## src/rtl/per_fifo_pkg.sv

```systemverilog
// Shared definitions for the peripheral FIFO bridge: register offsets, STATUS/CTRL
// bit positions and the access-decode helpers used by per_fifo_bridge.
package per_fifo_pkg;

  localparam int DATA_W = 16;
  localparam int ADDR_W = 14;
  localparam int REG_SPAN = 4;

  typedef enum logic [1:0] {
    REG_DATA   = 2'd0,
    REG_STATUS = 2'd1,
    REG_RESULT = 2'd2,
    REG_CTRL   = 2'd3
  } reg_off_e;

  typedef enum logic [1:0] {
    ACC_NONE  = 2'd0,
    ACC_READ  = 2'd1,
    ACC_WRITE = 2'd2
  } acc_kind_e;

  typedef struct packed {
    logic      hit;
    acc_kind_e kind;
    reg_off_e  off;
  } per_dec_t;

  localparam int STAT_CNT_LSB      = 0;
  localparam int STAT_CNT_W        = 7;
  localparam int STAT_OVF_BIT      = 7;
  localparam int STAT_RES_FULL_BIT = 8;

  localparam int CTRL_FLUSH_BIT    = 0;
  localparam int CTRL_OVF_CLR_BIT  = 1;

  // Only full-word accesses count; partial byte enables are treated as no access.
  function automatic acc_kind_e acc_kind(input logic [1:0] we);
    acc_kind_e k;
    case (we)
      2'b11:   k = ACC_WRITE;
      2'b00:   k = ACC_READ;
      default: k = ACC_NONE;
    endcase
    return k;
  endfunction

  function automatic logic [DATA_W-1:0] status_word(
    input logic                  res_full,
    input logic                  ovf,
    input logic [STAT_CNT_W-1:0] count
  );
    logic [DATA_W-1:0] w;
    w = '0;
    w[STAT_RES_FULL_BIT]               = res_full;
    w[STAT_OVF_BIT]                    = ovf;
    w[STAT_CNT_LSB +: STAT_CNT_W]      = count;
    return w;
  endfunction

endpackage

```

## src/rtl/per_fifo_core.sv

```systemverilog
// Circular FIFO: storage, read/write pointers and occupancy count. No fall-through;
// head is the stored word at the read pointer, forced to zero when empty.
module per_fifo_core #(
  parameter int DEPTH = 8,
  parameter int WIDTH = 16
) (
  input  logic             mclk,
  input  logic             puc_rst_n,
  input  logic             push,
  input  logic             pop,
  input  logic             flush,
  input  logic [WIDTH-1:0] push_data,
  output logic             full,
  output logic             empty,
  output logic [6:0]       count,
  output logic [WIDTH-1:0] head
);

  localparam int AW = $clog2(DEPTH);

  logic [AW-1:0]    wr_ptr_reg, wr_ptr_next;
  logic [AW-1:0]    rd_ptr_reg, rd_ptr_next;
  logic [AW:0]      count_reg, count_next;
  logic             push_ok, pop_ok;
  logic [WIDTH-1:0] entry [DEPTH];

  assign full  = (count_reg == (AW+1)'(DEPTH));
  assign empty = (count_reg == '0);

  // Full is judged on the pre-pop occupancy, so a push into a full FIFO is lost
  // even when a pop frees a slot in the same cycle.
  assign push_ok = push & ~full & ~flush;
  assign pop_ok  = pop & ~empty & ~flush;

  always_comb begin
    wr_ptr_next = wr_ptr_reg;
    rd_ptr_next = rd_ptr_reg;
    count_next  = count_reg;
    if (push_ok) wr_ptr_next = wr_ptr_reg + AW'(1);
    if (pop_ok)  rd_ptr_next = rd_ptr_reg + AW'(1);
    case ({push_ok, pop_ok})
      2'b10:   count_next = count_reg + (AW+1)'(1);
      2'b01:   count_next = count_reg - (AW+1)'(1);
      default: count_next = count_reg;
    endcase
  end

  always_ff @(posedge mclk) begin
    if (!puc_rst_n || flush) begin
      wr_ptr_reg <= '0;
      rd_ptr_reg <= '0;
      count_reg  <= '0;
    end else begin
      wr_ptr_reg <= wr_ptr_next;
      rd_ptr_reg <= rd_ptr_next;
      count_reg  <= count_next;
    end
  end

  for (genvar gi = 0; gi < DEPTH; gi++) begin : g_entry
    logic [WIDTH-1:0] entry_reg;
    always_ff @(posedge mclk) begin
      if (push_ok && (wr_ptr_reg == AW'(gi))) entry_reg <= push_data;
    end
    assign entry[gi] = entry_reg;
  end

  assign head  = empty ? '0 : entry[rd_ptr_reg];
  assign count = 7'(count_reg);

endmodule

```

## src/rtl/per_fifo_bridge.sv

```systemverilog
// Peripheral-bus bridge: DATA/STATUS/RESULT/CTRL registers in front of an input FIFO
// and a one-word result holding register. Define PER_FIFO_OVF_EN for the sticky overflow flag.
module per_fifo_bridge
  import per_fifo_pkg::*;
#(
  parameter logic [13:0] BASE_ADDR = 14'hA8,
  parameter int          DEPTH     = 8
) (
  input  logic        mclk,
  input  logic        puc_rst_n,
  input  logic [13:0] per_addr,
  input  logic [15:0] per_din,
  input  logic        per_en,
  input  logic [1:0]  per_we,
  output logic [15:0] per_dout,
  output logic [15:0] s_data,
  output logic        s_valid,
  input  logic        s_ready,
  input  logic [15:0] r_data,
  input  logic        r_valid,
  output logic        r_ready
);

  logic [13:0] addr_off;
  per_dec_t    dec;
  logic        wr_data, wr_ctrl, rd_status, rd_result;
  logic        push, pop, flush;
  logic        full, empty;
  logic [6:0]  count;
  logic [15:0] head;
  logic        ovf;
  logic        capture, res_clr;
  logic        res_full_reg;
  logic [15:0] res_data_reg;

  // Unsigned difference wraps for addresses below BASE_ADDR, so one compare covers both sides.
  always_comb begin
    addr_off = per_addr - BASE_ADDR;
    dec.hit  = per_en && (addr_off < 14'(REG_SPAN));
    dec.kind = dec.hit ? acc_kind(per_we) : ACC_NONE;
    dec.off  = reg_off_e'(addr_off[1:0]);
  end

  assign wr_data   = (dec.kind == ACC_WRITE) && (dec.off == REG_DATA);
  assign wr_ctrl   = (dec.kind == ACC_WRITE) && (dec.off == REG_CTRL);
  assign rd_status = (dec.kind == ACC_READ)  && (dec.off == REG_STATUS);
  assign rd_result = (dec.kind == ACC_READ)  && (dec.off == REG_RESULT);

  assign flush = wr_ctrl & per_din[CTRL_FLUSH_BIT];
  assign push  = wr_data & ~full;
  assign pop   = s_valid & s_ready;

  per_fifo_core #(
    .DEPTH (DEPTH),
    .WIDTH (DATA_W)
  ) u_core (
    .mclk      (mclk),
    .puc_rst_n (puc_rst_n),
    .push      (push),
    .pop       (pop),
    .flush     (flush),
    .push_data (per_din),
    .full      (full),
    .empty     (empty),
    .count     (count),
    .head      (head)
  );

  assign s_valid = ~empty;
  assign s_data  = head;
  assign r_ready = ~res_full_reg;

  assign capture = r_valid & ~res_full_reg;
  assign res_clr = rd_result & res_full_reg;

  // Flush outranks capture; capture and read-clear are exclusive on res_full.
  always_ff @(posedge mclk) begin
    if (!puc_rst_n) begin
      res_full_reg <= 1'b0;
      res_data_reg <= '0;
    end else if (flush) begin
      res_full_reg <= 1'b0;
    end else if (capture) begin
      res_full_reg <= 1'b1;
      res_data_reg <= r_data;
    end else if (res_clr) begin
      res_full_reg <= 1'b0;
    end
  end

`ifdef PER_FIFO_OVF_EN
  logic ovf_reg;
  always_ff @(posedge mclk) begin
    if (!puc_rst_n) begin
      ovf_reg <= 1'b0;
    end else if (wr_data && full) begin
      ovf_reg <= 1'b1;
    end else if (wr_ctrl && per_din[CTRL_OVF_CLR_BIT]) begin
      ovf_reg <= 1'b0;
    end
  end
  assign ovf = ovf_reg;
`else
  assign ovf = 1'b0;
`endif

  always_comb begin
    per_dout = '0;
    if (rd_status) begin
      per_dout = status_word(res_full_reg, ovf, count);
    end else if (rd_result && res_full_reg) begin
      per_dout = res_data_reg;
    end
  end

endmodule
```

## config.mk

```make
export PLATFORM = sky130hd
export DESIGN_NAME = per_fifo_bridge
export DESIGN_NICKNAME = d
export VERILOG_FILES = /design/src/rtl/per_fifo_pkg.sv /design/src/rtl/per_fifo_core.sv /design/src/rtl/per_fifo_bridge.sv
export SDC_FILE = /design/constraint.sdc
export NUM_CORES = 1
export LEC_CHECK = 0
export ABC_AREA = 1
export CAP_MARGIN = 20
export CORE_MARGIN = 5
export CORE_UTILIZATION = 60
export CTS_CLUSTER_SIZE = 25
export DETAILED_ROUTE_END_ITERATION = 7
export DONT_BUFFER_PORTS = 1
export PLACE_DENSITY = 0.76
export SKIP_LAST_GASP = 1
export SLEW_MARGIN = 20
export SYNTH_ARGS = -nofsm -noshare
export SYNTH_HDL_FRONTEND = slang
export SYNTH_SLANG_ARGS = --single-unit
```

## constraint.sdc

```tcl
create_clock -name mclk -period 5.7 [get_ports mclk]
set_input_delay 1.425 -clock mclk [delete_from_list [all_inputs] [get_ports mclk]]
set_output_delay 1.425 -clock mclk [all_outputs]
set_load 0.01 [all_outputs]
```

==> tab_implementation.tex, run 1 <==
\begin{tabular}{lr}
\hline
Metric & Value \\
\hline
\multicolumn{2}{l}{\textbf{Pwr}} \\
VDD IR max & 0.0001974 V \\
Leakage power of the design & 0.002588 uW \\
Total power per unit cell area & approximately 320 mW/mm2 \\
\multicolumn{2}{l}{\textbf{Synthesis}} \\
Cells after Synth & 619 \\
Sequential share of the synthesized area & 0.6541 \\
Mapped Avg Cell Area & 10.83 um2 \\
Yosys warning total & 0 \\
Mapped cell area & 0.006703 mm2 \\
Netlist cell types & 30 \\
Total nets after synthesis & 684 \\
Synthesized flop and latch total & 155 \\
\multicolumn{2}{l}{\textbf{STA}} \\
Clock skew after layout & slightly below 9 ps \\
Slew of the pin with the lowest slew margin & 961.3 ps \\
Max-slew violation count & 0 \\
Setup repair after global routing missed its margin & false \\
Max-Slew Margin vs Limit & 0.3571 \\
Min cycle time layout & 4390 ps \\
WHS & 462.8 ps \\
Endpoints failing setup & 0 \\
Period utilization & 0.7702 \\
Final number of hold-violating endpoints & 0 \\
Highest achievable clock rate & 227.8 MHz \\
Total Negative Setup Slacks & 0 ps \\
\multicolumn{2}{l}{\textbf{Route}} \\
First-pass iteration count of the detailed router & 6 \\
Final Routed Wirelength & between 10000 and 15000 um \\
WL/cell & 17.88 um \\
Vias per std cell & 5.944 \\
Number of vias after detailed routing & 4547 \\
Count of antenna-violating nets left after detailed routing & 0 \\
DR iter-0 viols & 303 \\
Drt drc & 0 \\
\multicolumn{2}{l}{\textbf{Worst setup path}} \\
Startpoint-to-endpoint class of the critical path & in -> out \\
Family of cells with the greatest summed delay on the critical path & simple AND/OR/NAND/NOR gates \\
Crit-path max FO & 17 \\
Arrival time reported for the critical path endpoint & roughly 3000 ps \\
Slack of the worst reg-to-reg path & about 2700 ps \\
Maximum single-stage delay on the critical path & around 430 ps \\
Stages on the worst setup path & 8 \\
Number of buffers and inverters on the critical path & 1 \\
Crit path required time & about 4300 ps \\
Beginning of the worst register-to-register path & u\_core.count\_reg[0] \\
Worst setup path startpoint & per\_addr[3] \\
CP max-delay cell & sky130\_fd\_sc\_hd\_\_o21ai\_0 \\
CP endpoint & per\_dout[1] \\
Register-to-Register Path Depth & 13 \\
Startpoint Class & primary input \\
Capture point of the worst reg-to-reg path & u\_core.count\_reg[3] \\
Kind of end point of the critical path & output pin \\
Most prevalent standard cell on the critical path & sky130\_fd\_sc\_hd\_\_nand3\_2 \\
Chain of cells forming the critical path & inv\_2 -> ha\_1 -> nand2\_1 -> nor2\_1 -> nand3\_2 -> nor3b\_2 -> nand3\_2 -> o21ai\_0 \\
\multicolumn{2}{l}{\textbf{Floorplan}} \\
Placeable Area & 0.01089 mm2 \\
Die boundary width & 115.7 um \\
Die Area & 0.01339 mm2 \\
Placement row count & 38 \\
Starting Density & 0.6156 \\
Number of I/O pins & 87 \\
Die Y-Extent & 115.7 um \\
\multicolumn{2}{l}{\textbf{Global routing}} \\
Number of antenna violations at the first check in global routing & 0 \\
First-pass GRT wire length & $\sim$22000 um \\
Sum of overflow across all layers after global routing & 0 \\
Pin count of the biggest net entering global routing & 67 \\
Total GRT Usage & 0.2177 \\
Vias in the first global route & 4542 \\
\multicolumn{2}{l}{\textbf{Clock network}} \\
CTS root buffer & sky130\_fd\_sc\_hd\_\_clkbuf\_8 \\
H-tree levels & 4 \\
Clock transition at the registers of the reported paths & around 60 ps \\
Hold bufs inserted after CTS & 0 \\
Clock latency on the worst-skew pair & between 500 and 600 ps \\
Post-CTS setup buffers & 0 \\
TritonCTS clock tree & done \\
Clock tree sinks & 155 \\
Post-cts sizing count & 0 \\
Number of buffers on the longest clock path & 2 \\
CTS Buf Count & 17 \\
\multicolumn{2}{l}{\textbf{Placed design}} \\
Dpl hpwl & approximately 8000 um \\
Count of input and output buffers & 0 \\
GP Congestion & 0.7911 \\
\multicolumn{2}{l}{\textbf{Run}} \\
Number of max-cap violations & 0 \\
\multicolumn{2}{l}{\textbf{Worst hold path}} \\
Worst hold path class & reg -> reg \\
Hold Path Depth & 2 \\
\multicolumn{2}{l}{\textbf{Layout}} \\
Commonest cells after routing, fill and taps aside & 153 x sky130\_fd\_sc\_hd\_\_nor2\_1, 128 x sky130\_fd\_sc\_hd\_\_edfxtp\_1, 55 x sky130\_fd\_sc\_hd\_\_o21ai\_0, 52 x sky130\_fd\_sc\_hd\_\_nand2\_1, 44 x sky130\_fd\_sc\_hd\_\_inv\_1 \\
Signed area change from the synthesized netlist to the final layout & 9.968\% \\
Commonest non-fill, non-tap cell in the layout & sky130\_fd\_sc\_hd\_\_nor2\_1 \\
Number of antenna cells inserted & 0 \\
Final net count & 677 \\
Layout cell share with drive strength beyond 1 & 0.09600 \\
Flip-flop count of the largest register after layout & 128 \\
\multicolumn{2}{l}{\textbf{Status}} \\
Status & finished, final reports clean \\
\hline
\end{tabular}
==> through the flow <==
| stage | power [uW] | utilization | std cells | cell area (um2) | worst slack [ps] |
|---|---|---|---|---|---|
| 3_5_place_dp | 1294 | 0.6242 | 733 | 6797 | 1312 |
| 6_report | 2339 | 0.6770 | 765 | 7371 | 1310 |
| 3_3_place_gp | 1293 | 0.6242 | 733 | 6797 | 1371 |
| 5_1_grt | 2411 | 0.6770 | 765 | 7371 | 1138 |
| 2_1_floorplan | 1289 | - | 619 | 6703 | 1520 |
| 4_1_cts | 2353 | 0.6766 | 765 | 7367 | 1308 |
==> layout make-up <==
class / instances / area (um2)
clock buffer: 24 / 493.0
clock inverter: 8 / 77.57
fill: 796 / 3517
inverter: 49 / 185.2
multi-input combinational: 382 / 1998
sequential: 155 / 4389
tap: 140 / 175.2
timing repair buffer: 7 / 52.55
==> tightest hold or removal path: stages, from the launching register on <==
cell	delay, ps
sky130_fd_sc_hd__dfxtp_1	310
sky130_fd_sc_hd__nand2_1	60
sky130_fd_sc_hd__a21oi_1	50
==> worst min-delay path by stage <==
| stage | from | endpoint | slack, ps |
|---|---|---|---|
| after floorplan | res_data_reg[10] | res_data_reg[10] | 440 |
| after global placement | res_data_reg[13] | res_data_reg[13] | 450 |
| after detailed placement | res_data_reg[15] | res_data_reg[15] | 450 |
| after CTS | res_data_reg[15] | res_data_reg[15] | 460 |
| after global routing | res_data_reg[15] | res_data_reg[15] | 480 |
| final | res_data_reg[7] | res_data_reg[7] | 460 |
==> synthesized netlist by cell type (all sizes together) <==
| master | count | area, um2 |
|---|---|---|
| a21oi | 23 | 115.1 |
| a31oi | 1 | 6.260 |
| buf | 20 | 136.4 |
| clkbuf | 13 | 48.80 |
| dfxtp | 27 | 540.5 |
| edfxtp | 128 | 3844 |
| fa | 1 | 20.02 |
| ha | 11 | 137.6 |
| inv | 49 | 183.9 |
| nand2 | 55 | 219.0 |
| nand3 | 21 | 120.1 |
| nand3b | 1 | 7.510 |
| nand4 | 1 | 21.27 |
| nor2 | 157 | 609.3 |
| nor3 | 17 | 85.08 |
| nor3b | 1 | 12.51 |
| o211ai | 1 | 7.510 |
| o21ai | 58 | 290.3 |
| o32ai | 32 | 280.3 |
| xor2 | 2 | 17.52 |
==> routing by layer <==
metal | global-route usage | vias to the layer above | share of wire
met5 | 0 | - | 0
li1 | - | 2149 | -
met2 | 0.3711 | 176 | 0.49
met4 | 0.07270 | 0 | 0.017
met1 | 0.2645 | 2202 | 0.41
met3 | 0.06945 | 20 | 0.083
==> where the power goes <==
| group | total, uW | leakage, uW | switching [uW] | internal [uW] |
|---|---|---|---|---|
| Sequential | 1240 | 0.00137 | 4.42 | 1230 |
| Combinational | 34.9 | 0.000931 | 23.3 | 11.6 |
| Clock | 1070 | 0.000285 | 423 | 646 |
==> cells by family after synthesis <==
family / after synthesis / share of synthesized area
AO/OA/AOI/OAI: 115 / 0.1043
AND/OR/NAND/NOR: 253 / 0.1604
XOR/XNOR: 2 / 0.002614
adder cells (fa/ha/maj): 12 / 0.02352
flip-flops: 155 / 0.6541
buffers and inverters: 82 / 0.05507
Power figures use the tool's default switching activity.
==> inputs of run 2 (changes only) <==
==> constraint.sdc (replaced) <==
create_clock -name mclk -period 4.5 [get_ports mclk]
set_input_delay 1.125 -clock mclk [delete_from_list [all_inputs] [get_ports mclk]]
set_output_delay 1.125 -clock mclk [all_outputs]
set_load 0.01 [all_outputs]
==> tab_implementation.tex, run 2 (synthesis gave the netlist of run 1 again) <==
\begin{tabular}{lr}
\hline
Metric & Value \\
\hline
\multicolumn{2}{l}{\textbf{Floorplan}} \\
Die boundary width & 115.7 um (unchanged) \\
Die Area & 0.01339 mm2 (unchanged) \\
Die Y-Extent & 115.7 um (unchanged) \\
Placeable Area & 0.01089 mm2 (unchanged) \\
Starting Density & 0.6156 (unchanged) \\
Number of I/O pins & 87 (unchanged) \\
Placement row count & 38 (unchanged) \\
\multicolumn{2}{l}{\textbf{Worst setup path}} \\
Family of cells with the greatest summed delay on the critical path & simple AND/OR/NAND/NOR gates \\
Worst setup path startpoint & per\_addr[3] \\
CP max-delay cell & sky130\_fd\_sc\_hd\_\_o21ai\_0 \\
Stages on the worst setup path & 8 (unchanged) \\
Startpoint Class & primary input \\
Chain of cells forming the critical path & inv\_2 -> ha\_1 -> nand2\_1 -> nor2\_1 -> nand3\_2 -> nor3b\_2 -> nand3\_2 -> o21ai\_0 \\
Crit-path max FO & 17 (unchanged) \\
Slack of the worst reg-to-reg path & 1580 ps (-1160 ps) \\
Register-to-Register Path Depth & 14 (+1) \\
Maximum single-stage delay on the critical path & 430 ps (about the same) \\
Beginning of the worst register-to-register path & u\_core.count\_reg[0] \\
Crit path required time & 3380 ps (-900 ps) \\
Kind of end point of the critical path & output pin \\
Arrival time reported for the critical path endpoint & 2660 ps (-310 ps) \\
Startpoint-to-endpoint class of the critical path & in -> out \\
Number of buffers and inverters on the critical path & 1 (unchanged) \\
Most prevalent standard cell on the critical path & sky130\_fd\_sc\_hd\_\_nand3\_2 \\
Capture point of the worst reg-to-reg path & u\_core.count\_reg[3] \\
\multicolumn{2}{l}{\textbf{Route}} \\
DR iter-0 viols & 477 (+57\%) \\
Number of vias after detailed routing & 4560 (+0.29\%) \\
Drt drc & 0 (unchanged) \\
WL/cell & 18.44 um (+3.1\%) \\
Final Routed Wirelength & 14310 um (+4.6\%) \\
Count of antenna-violating nets left after detailed routing & 0 (unchanged) \\
Vias per std cell & 5.876 (-1.1\%) \\
First-pass iteration count of the detailed router & 5 (-1) \\
\multicolumn{2}{l}{\textbf{Worst hold path}} \\
Hold Path Depth & 2 (unchanged) \\
Worst hold path class & reg -> reg \\
Worst hold path startpoint & res\_data\_reg[8] \\
Destination of the worst hold path & res\_data\_reg[8] \\
\multicolumn{2}{l}{\textbf{Clock network}} \\
Clock tree sinks & 155 (unchanged) \\
CTS root buffer & sky130\_fd\_sc\_hd\_\_clkbuf\_8 \\
H-tree levels & 4 (unchanged) \\
Clock transition at the registers of the reported paths & 60 ps (about the same) \\
Post-cts sizing count & 0 (unchanged) \\
Clock latency on the worst-skew pair & 520 ps (about the same) \\
Post-CTS setup buffers & 0 (unchanged) \\
Number of buffers on the longest clock path & 2 (unchanged) \\
Hold bufs inserted after CTS & 0 (unchanged) \\
TritonCTS clock tree & done \\
CTS Buf Count & 17 (unchanged) \\
\multicolumn{2}{l}{\textbf{Layout}} \\
Fillers & 769 (-3.4\%) \\
Number of antenna cells inserted & 0 (unchanged) \\
Signed area change from the synthesized netlist to the final layout & 11.26\% \\
Layout cell share with drive strength beyond 1 & 0.1116 (+0.01564) \\
Commonest cells after routing, fill and taps aside & 153 x sky130\_fd\_sc\_hd\_\_nor2\_1, 128 x sky130\_fd\_sc\_hd\_\_edfxtp\_1, 55 x sky130\_fd\_sc\_hd\_\_o21ai\_0, 52 x sky130\_fd\_sc\_hd\_\_nand2\_1, 44 x sky130\_fd\_sc\_hd\_\_inv\_1 \\
Final instance count without filler cells & 776 (+1.4\%) \\
Commonest non-fill, non-tap cell in the layout & sky130\_fd\_sc\_hd\_\_nor2\_1 \\
Flip-flop count of the largest register after layout & 128 (unchanged) \\
Final net count & 688 (+1.6\%) \\
\multicolumn{2}{l}{\textbf{STA}} \\
Endpoints failing setup & 0 (unchanged) \\
Clock skew after layout & 5.471 ps (-3.271 ps) \\
Period utilization & 0.8405 \\
Slew of the pin with the lowest slew margin & 861.8 ps (-99.44 ps) \\
Min cycle time layout & 3782 ps \\
Max-slew violation count & 0 (unchanged) \\
Total Negative Setup Slacks & 0 ps (unchanged) \\
Max-Slew Margin vs Limit & 0.4241 (+0.06698) \\
Setup repair after global routing missed its margin & false \\
Final number of hold-violating endpoints & 0 (unchanged) \\
Highest achievable clock rate & 264.4 MHz \\
\multicolumn{2}{l}{\textbf{Global routing}} \\
Met1 GRT Util & 0.3033 (+0.03880) \\
Total GRT Usage & 0.2278 (+0.01014) \\
Number of antenna violations at the first check in global routing & 0 (unchanged) \\
Vias in the first global route & 4535 (-0.15\%) \\
Pin count of the biggest net entering global routing & 67 (unchanged) \\
First-pass GRT wire length & 23180 um (+4.8\%) \\
Most used routing layer in global routing & met2 \\
Sum of overflow across all layers after global routing & 0 (unchanged) \\
Grt met3 use & 0.06945 (unchanged) \\
Fraction of met2 tracks used by global routing & 0.3557 (-0.01543) \\
\multicolumn{2}{l}{\textbf{Pwr}} \\
Leakage power of the design & 0.002601 uW (+0.50\%) \\
VDD IR max & 0.0002463 V (+25\%) \\
Total power per unit cell area & 407.7 mW/mm2 (+28\%) \\
\multicolumn{2}{l}{\textbf{Placed design}} \\
Dpl hpwl & 8737 um (+7.1\%) \\
GP Congestion & 0.8230 (+4.0\%) \\
Count of input and output buffers & 0 (unchanged) \\
Count of placed standard cells including taps & 744 (+1.5\%) \\
\multicolumn{2}{l}{\textbf{Run}} \\
Number of max-cap violations & 0 (unchanged) \\
\multicolumn{2}{l}{\textbf{Status}} \\
Status & finished, final reports clean \\
\hline
\end{tabular}
run 2: cell type report:
type | count | area (um2) | share of cell area
clock buffers | 19 | 421.7 | 0.05654
multi-input cells | 382 | 1979 | 0.2654
inverters | 49 | 183.9 | 0.02466
clock inverters | 13 | 175.2 | 0.02349
repair buffers | 18 | 135.1 | 0.01812
well taps | 140 | 175.2 | 0.02349
flip-flops and latches | 155 | 4387 | 0.5883
run 2: worst max-delay path by stage:
| stage | endpoint | slack [ps] |
|---|---|---|
| floorplan | u_core.g_entry[0].entry_reg[0] | 760 |
| global placement | per_dout[2] | 780 |
| detailed placement | per_dout[2] | 720 |
| CTS | per_dout[2] | 710 |
| global route | per_dout[3] | 520 |
| finish | per_dout[2] | 720 |
run 2: worst min-delay path, delay by kind of cell, from the launching register on:
kind | cells | cell delay, ps
flip-flops | 1 | 310
AND/OR/NAND/NOR | 1 | 60
AO/OA/AOI/OAI | 1 | 50
run 2: layer usage:
metal  wire length (um)  up-vias  share of wire
met3               1486       25           0.10
met5                  0        -              0
li1                   -     2165              -
met4                299        0          0.021
met1               5856     2139           0.41
met2               6665      231           0.47
run 2: metrics by stage:
stage	utilization	total power (uW)	hold slack (ps)	setup WS, ps	area, um2
2_1_floorplan	-	1632	439.0	755.3	6703
3_3_place_gp	0.6301	1638	447.8	777.0	6860
3_5_place_dp	0.6301	1640	457.1	720.9	6860
4_1_cts	0.6849	3057	464.6	709.7	7457
5_1_grt	0.6849	3132	491.2	524.7	7457
6_report	0.6849	3040	462.4	717.9	7457
run 2: power breakdown:
group | total [uW] | internal, uW | switching, uW
Combinational | 44.8 | 15.3 | 29.5
Clock | 1430 | 894 | 537
Sequential | 1560 | 1560 | 5.34
Total | 3040 | 2470 | 571
==> inputs of run 3 (changes only) <==
==> constraint.sdc (replaced) <==
create_clock -name mclk -period 3.5 [get_ports mclk]
set_input_delay 0.875 -clock mclk [delete_from_list [all_inputs] [get_ports mclk]]
set_output_delay 0.875 -clock mclk [all_outputs]
set_load 0.01 [all_outputs]
==> tab_implementation.tex, run 3 (synthesis gave the netlist of run 1 again) <==
\begin{tabular}{lr}
\hline
Metric & Value \\
\hline
\multicolumn{2}{l}{\textbf{Pwr}} \\
Total power per unit cell area & 500.7 mW/mm2 (+23\%) \\
Gate power share & 0.016 (about the same) \\
VDD IR max & 0.0003023 V (+23\%) \\
Internal power component & 2978 uW (+21\%) \\
Leakage power of the design & 0.002588 uW (-0.49\%) \\
Sequential group share of total power & 0.542 (+0.027) \\
Net Sw Frac & 0.1979 (+0.009944) \\
Clk network pwr share & 0.442 (-0.028) \\
Switching power & 734.8 uW (+29\%) \\
Post-layout power & 3713 uW (+22\%) \\
\multicolumn{2}{l}{\textbf{Layout}} \\
Final net count & 689 (+0.15\%) \\
Fillers & 784 (+2.0\%) \\
Number of antenna cells inserted & 0 (unchanged) \\
Commonest cells after routing, fill and taps aside & 153 x sky130\_fd\_sc\_hd\_\_nor2\_1, 128 x sky130\_fd\_sc\_hd\_\_edfxtp\_1, 55 x sky130\_fd\_sc\_hd\_\_o21ai\_0, 52 x sky130\_fd\_sc\_hd\_\_nand2\_1, 44 x sky130\_fd\_sc\_hd\_\_inv\_1 \\
Signed area change from the synthesized netlist to the final layout & 10.64\% \\
Layout cell share with drive strength beyond 1 & 0.1146 (+0.002964) \\
Commonest non-fill, non-tap cell in the layout & sky130\_fd\_sc\_hd\_\_nor2\_1 \\
Total area of multi-input combinational cells & 0.001979 mm2 (unchanged) \\
Sequential standard cell area & 0.004387 mm2 (unchanged) \\
Flip-flop count of the largest register after layout & 128 (unchanged) \\
\multicolumn{2}{l}{\textbf{Global routing}} \\
Pin count of the biggest net entering global routing & 50 (-25\%) \\
Total GRT Usage & 0.2210 (-0.006803) \\
Vias in the first global route & 4594 (+1.3\%) \\
First-pass GRT wire length & 22630 um (-2.4\%) \\
Sum of overflow across all layers after global routing & 0 (unchanged) \\
Number of antenna violations at the first check in global routing & 0 (unchanged) \\
\multicolumn{2}{l}{\textbf{STA}} \\
Endpoints failing setup & 0 (unchanged) \\
Final number of hold-violating endpoints & 0 (unchanged) \\
Clock skew after layout & 10.75 ps (+5.283 ps) \\
Setup repair after global routing missed its margin & false \\
Highest achievable clock rate & 301.1 MHz \\
Max-slew violation count & 0 (unchanged) \\
Total Negative Setup Slacks & 0 ps (unchanged) \\
Max-Slew Margin vs Limit & 0.5486 (+0.1245) \\
Period utilization & 0.9489 \\
Slew of the pin with the lowest slew margin & 676.3 ps (-185.5 ps) \\
Min cycle time layout & 3321 ps \\
\multicolumn{2}{l}{\textbf{Floorplan}} \\
Number of I/O pins & 87 (unchanged) \\
Die Area & 0.01339 mm2 (unchanged) \\
Die boundary width & 115.7 um (unchanged) \\
Placement row count & 38 (unchanged) \\
Starting Density & 0.6156 (unchanged) \\
Die Y-Extent & 115.7 um (unchanged) \\
Placeable Area & 0.01089 mm2 (unchanged) \\
\multicolumn{2}{l}{\textbf{Clock network}} \\
Clock latency on the worst-skew pair & 520 ps (about the same) \\
Hold bufs inserted after CTS & 0 (unchanged) \\
Post-CTS setup buffers & 0 (unchanged) \\
H-tree levels & 4 (unchanged) \\
Post-cts sizing count & 0 (unchanged) \\
CTS root buffer & sky130\_fd\_sc\_hd\_\_clkbuf\_8 \\
Number of buffers on the longest clock path & 2 (unchanged) \\
Clock transition at the registers of the reported paths & 60 ps (about the same) \\
CTS Buf Count & 17 (unchanged) \\
TritonCTS clock tree & done \\
Clock tree sinks & 155 (unchanged) \\
\multicolumn{2}{l}{\textbf{Route}} \\
Count of antenna-violating nets left after detailed routing & 0 (unchanged) \\
First-pass iteration count of the detailed router & 5 (unchanged) \\
Final Routed Wirelength & 14110 um (-1.4\%) \\
Drt drc & 0 (unchanged) \\
WL/cell & 18.16 um (-1.5\%) \\
Number of vias after detailed routing & 4559 (-0.022\%) \\
Vias per std cell & 5.867 (-0.15\%) \\
DR iter-0 viols & 384 (-19\%) \\
\multicolumn{2}{l}{\textbf{Worst setup path}} \\
Crit-path max FO & 41 (+24) \\
Most prevalent standard cell on the critical path & sky130\_fd\_sc\_hd\_\_nor2\_1 \\
Startpoint Class & flip-flop \\
CP max-delay cell & sky130\_fd\_sc\_hd\_\_dfxtp\_2 \\
Maximum single-stage delay on the critical path & 650 ps (+220 ps) \\
Startpoint-to-endpoint class of the critical path & reg -> out \\
Chain of cells forming the critical path & buf\_4 -> nor2\_1 -> o32ai\_1 -> o21ai\_0 -> nor2\_1 \\
Arrival time reported for the critical path endpoint & 2450 ps (-210 ps) \\
Kind of end point of the critical path & output pin \\
Crit path required time & 2620 ps (-760 ps) \\
Family of cells with the greatest summed delay on the critical path & flip-flops \\
Number of buffers and inverters on the critical path & 1 (unchanged) \\
\multicolumn{2}{l}{\textbf{Placed design}} \\
Count of input and output buffers & 0 (unchanged) \\
Dpl hpwl & 8573 um (-1.9\%) \\
GP Congestion & 0.8030 (-2.4\%) \\
\multicolumn{2}{l}{\textbf{Run}} \\
Number of max-cap violations & 0 (unchanged) \\
\multicolumn{2}{l}{\textbf{Worst hold path}} \\
Worst hold path class & in -> reg \\
\multicolumn{2}{l}{\textbf{Status}} \\
Status & finished, final reports clean \\
\hline
\end{tabular}
run 3: per-stage QoR:
stage | area, um2 | instances | hold WS, ps | worst slack, ps | utilization
2_1_floorplan | 6703 | 619 | 439.0 | 5.340 | -
3_3_place_gp | 6880 | 745 | 448.9 | 277.3 | 0.6319
3_5_place_dp | 6880 | 745 | 453.2 | 114.6 | 0.6319
4_1_cts | 7416 | 777 | 433.0 | 178.7 | 0.6811
5_1_grt | 7416 | 777 | 420.4 | 3.345 | 0.6811
6_report | 7416 | 777 | 448.3 | 178.8 | 0.6811
run 3: final cells by class:
| class | instances | share of cell area |
|---|---|---|
| sequential | 155 | 0.5915 |
| inverter | 49 | 0.02480 |
| multi-input combinational | 382 | 0.2669 |
| tap | 140 | 0.02362 |
| timing repair buffer | 19 | 0.02092 |
| clock buffer | 20 | 0.05871 |
| clock inverter | 12 | 0.01350 |
run 3: path summary, 6_finish.rpt:
kind                                                        to                  from  cells past startpoint  slack, ps
worst max-delay path                                s_data[14]  u_core.rd_ptr_reg[0]                      5        180
worst min-delay path            u_core.g_entry[1].entry_reg[2]            per_din[2]                      0        450
worst max register to register             u_core.count_reg[3]   u_core.count_reg[1]                     15        940
worst min register to register                res_data_reg[13]      res_data_reg[13]                      2        460
run 3: layer usage:
layer,part of all wire,wire (um),vias up,global-route usage
met5,0,0,-,0
met4,0.0072,102,0,0.06961
met3,0.10,1450,12,0.07102
met2,0.49,6952,217,0.3692
met1,0.40,5606,2162,0.2770
li1,-,-,2168,-
run 3: power groups by stage:
| stage | Combinational [uW] | Clock (uW) | Sequential, uW |
|---|---|---|---|
| after detailed placement | 58.6 | 0 | 2050 |
| after global placement | 55.9 | 0 | 2050 |
| final | 58.0 | 1640 | 2010 |
| after CTS | 58.6 | 1660 | 2010 |
| after floorplan | 49.9 | 0 | 2050 |
| after global routing | 66.6 | 1740 | 2010 |
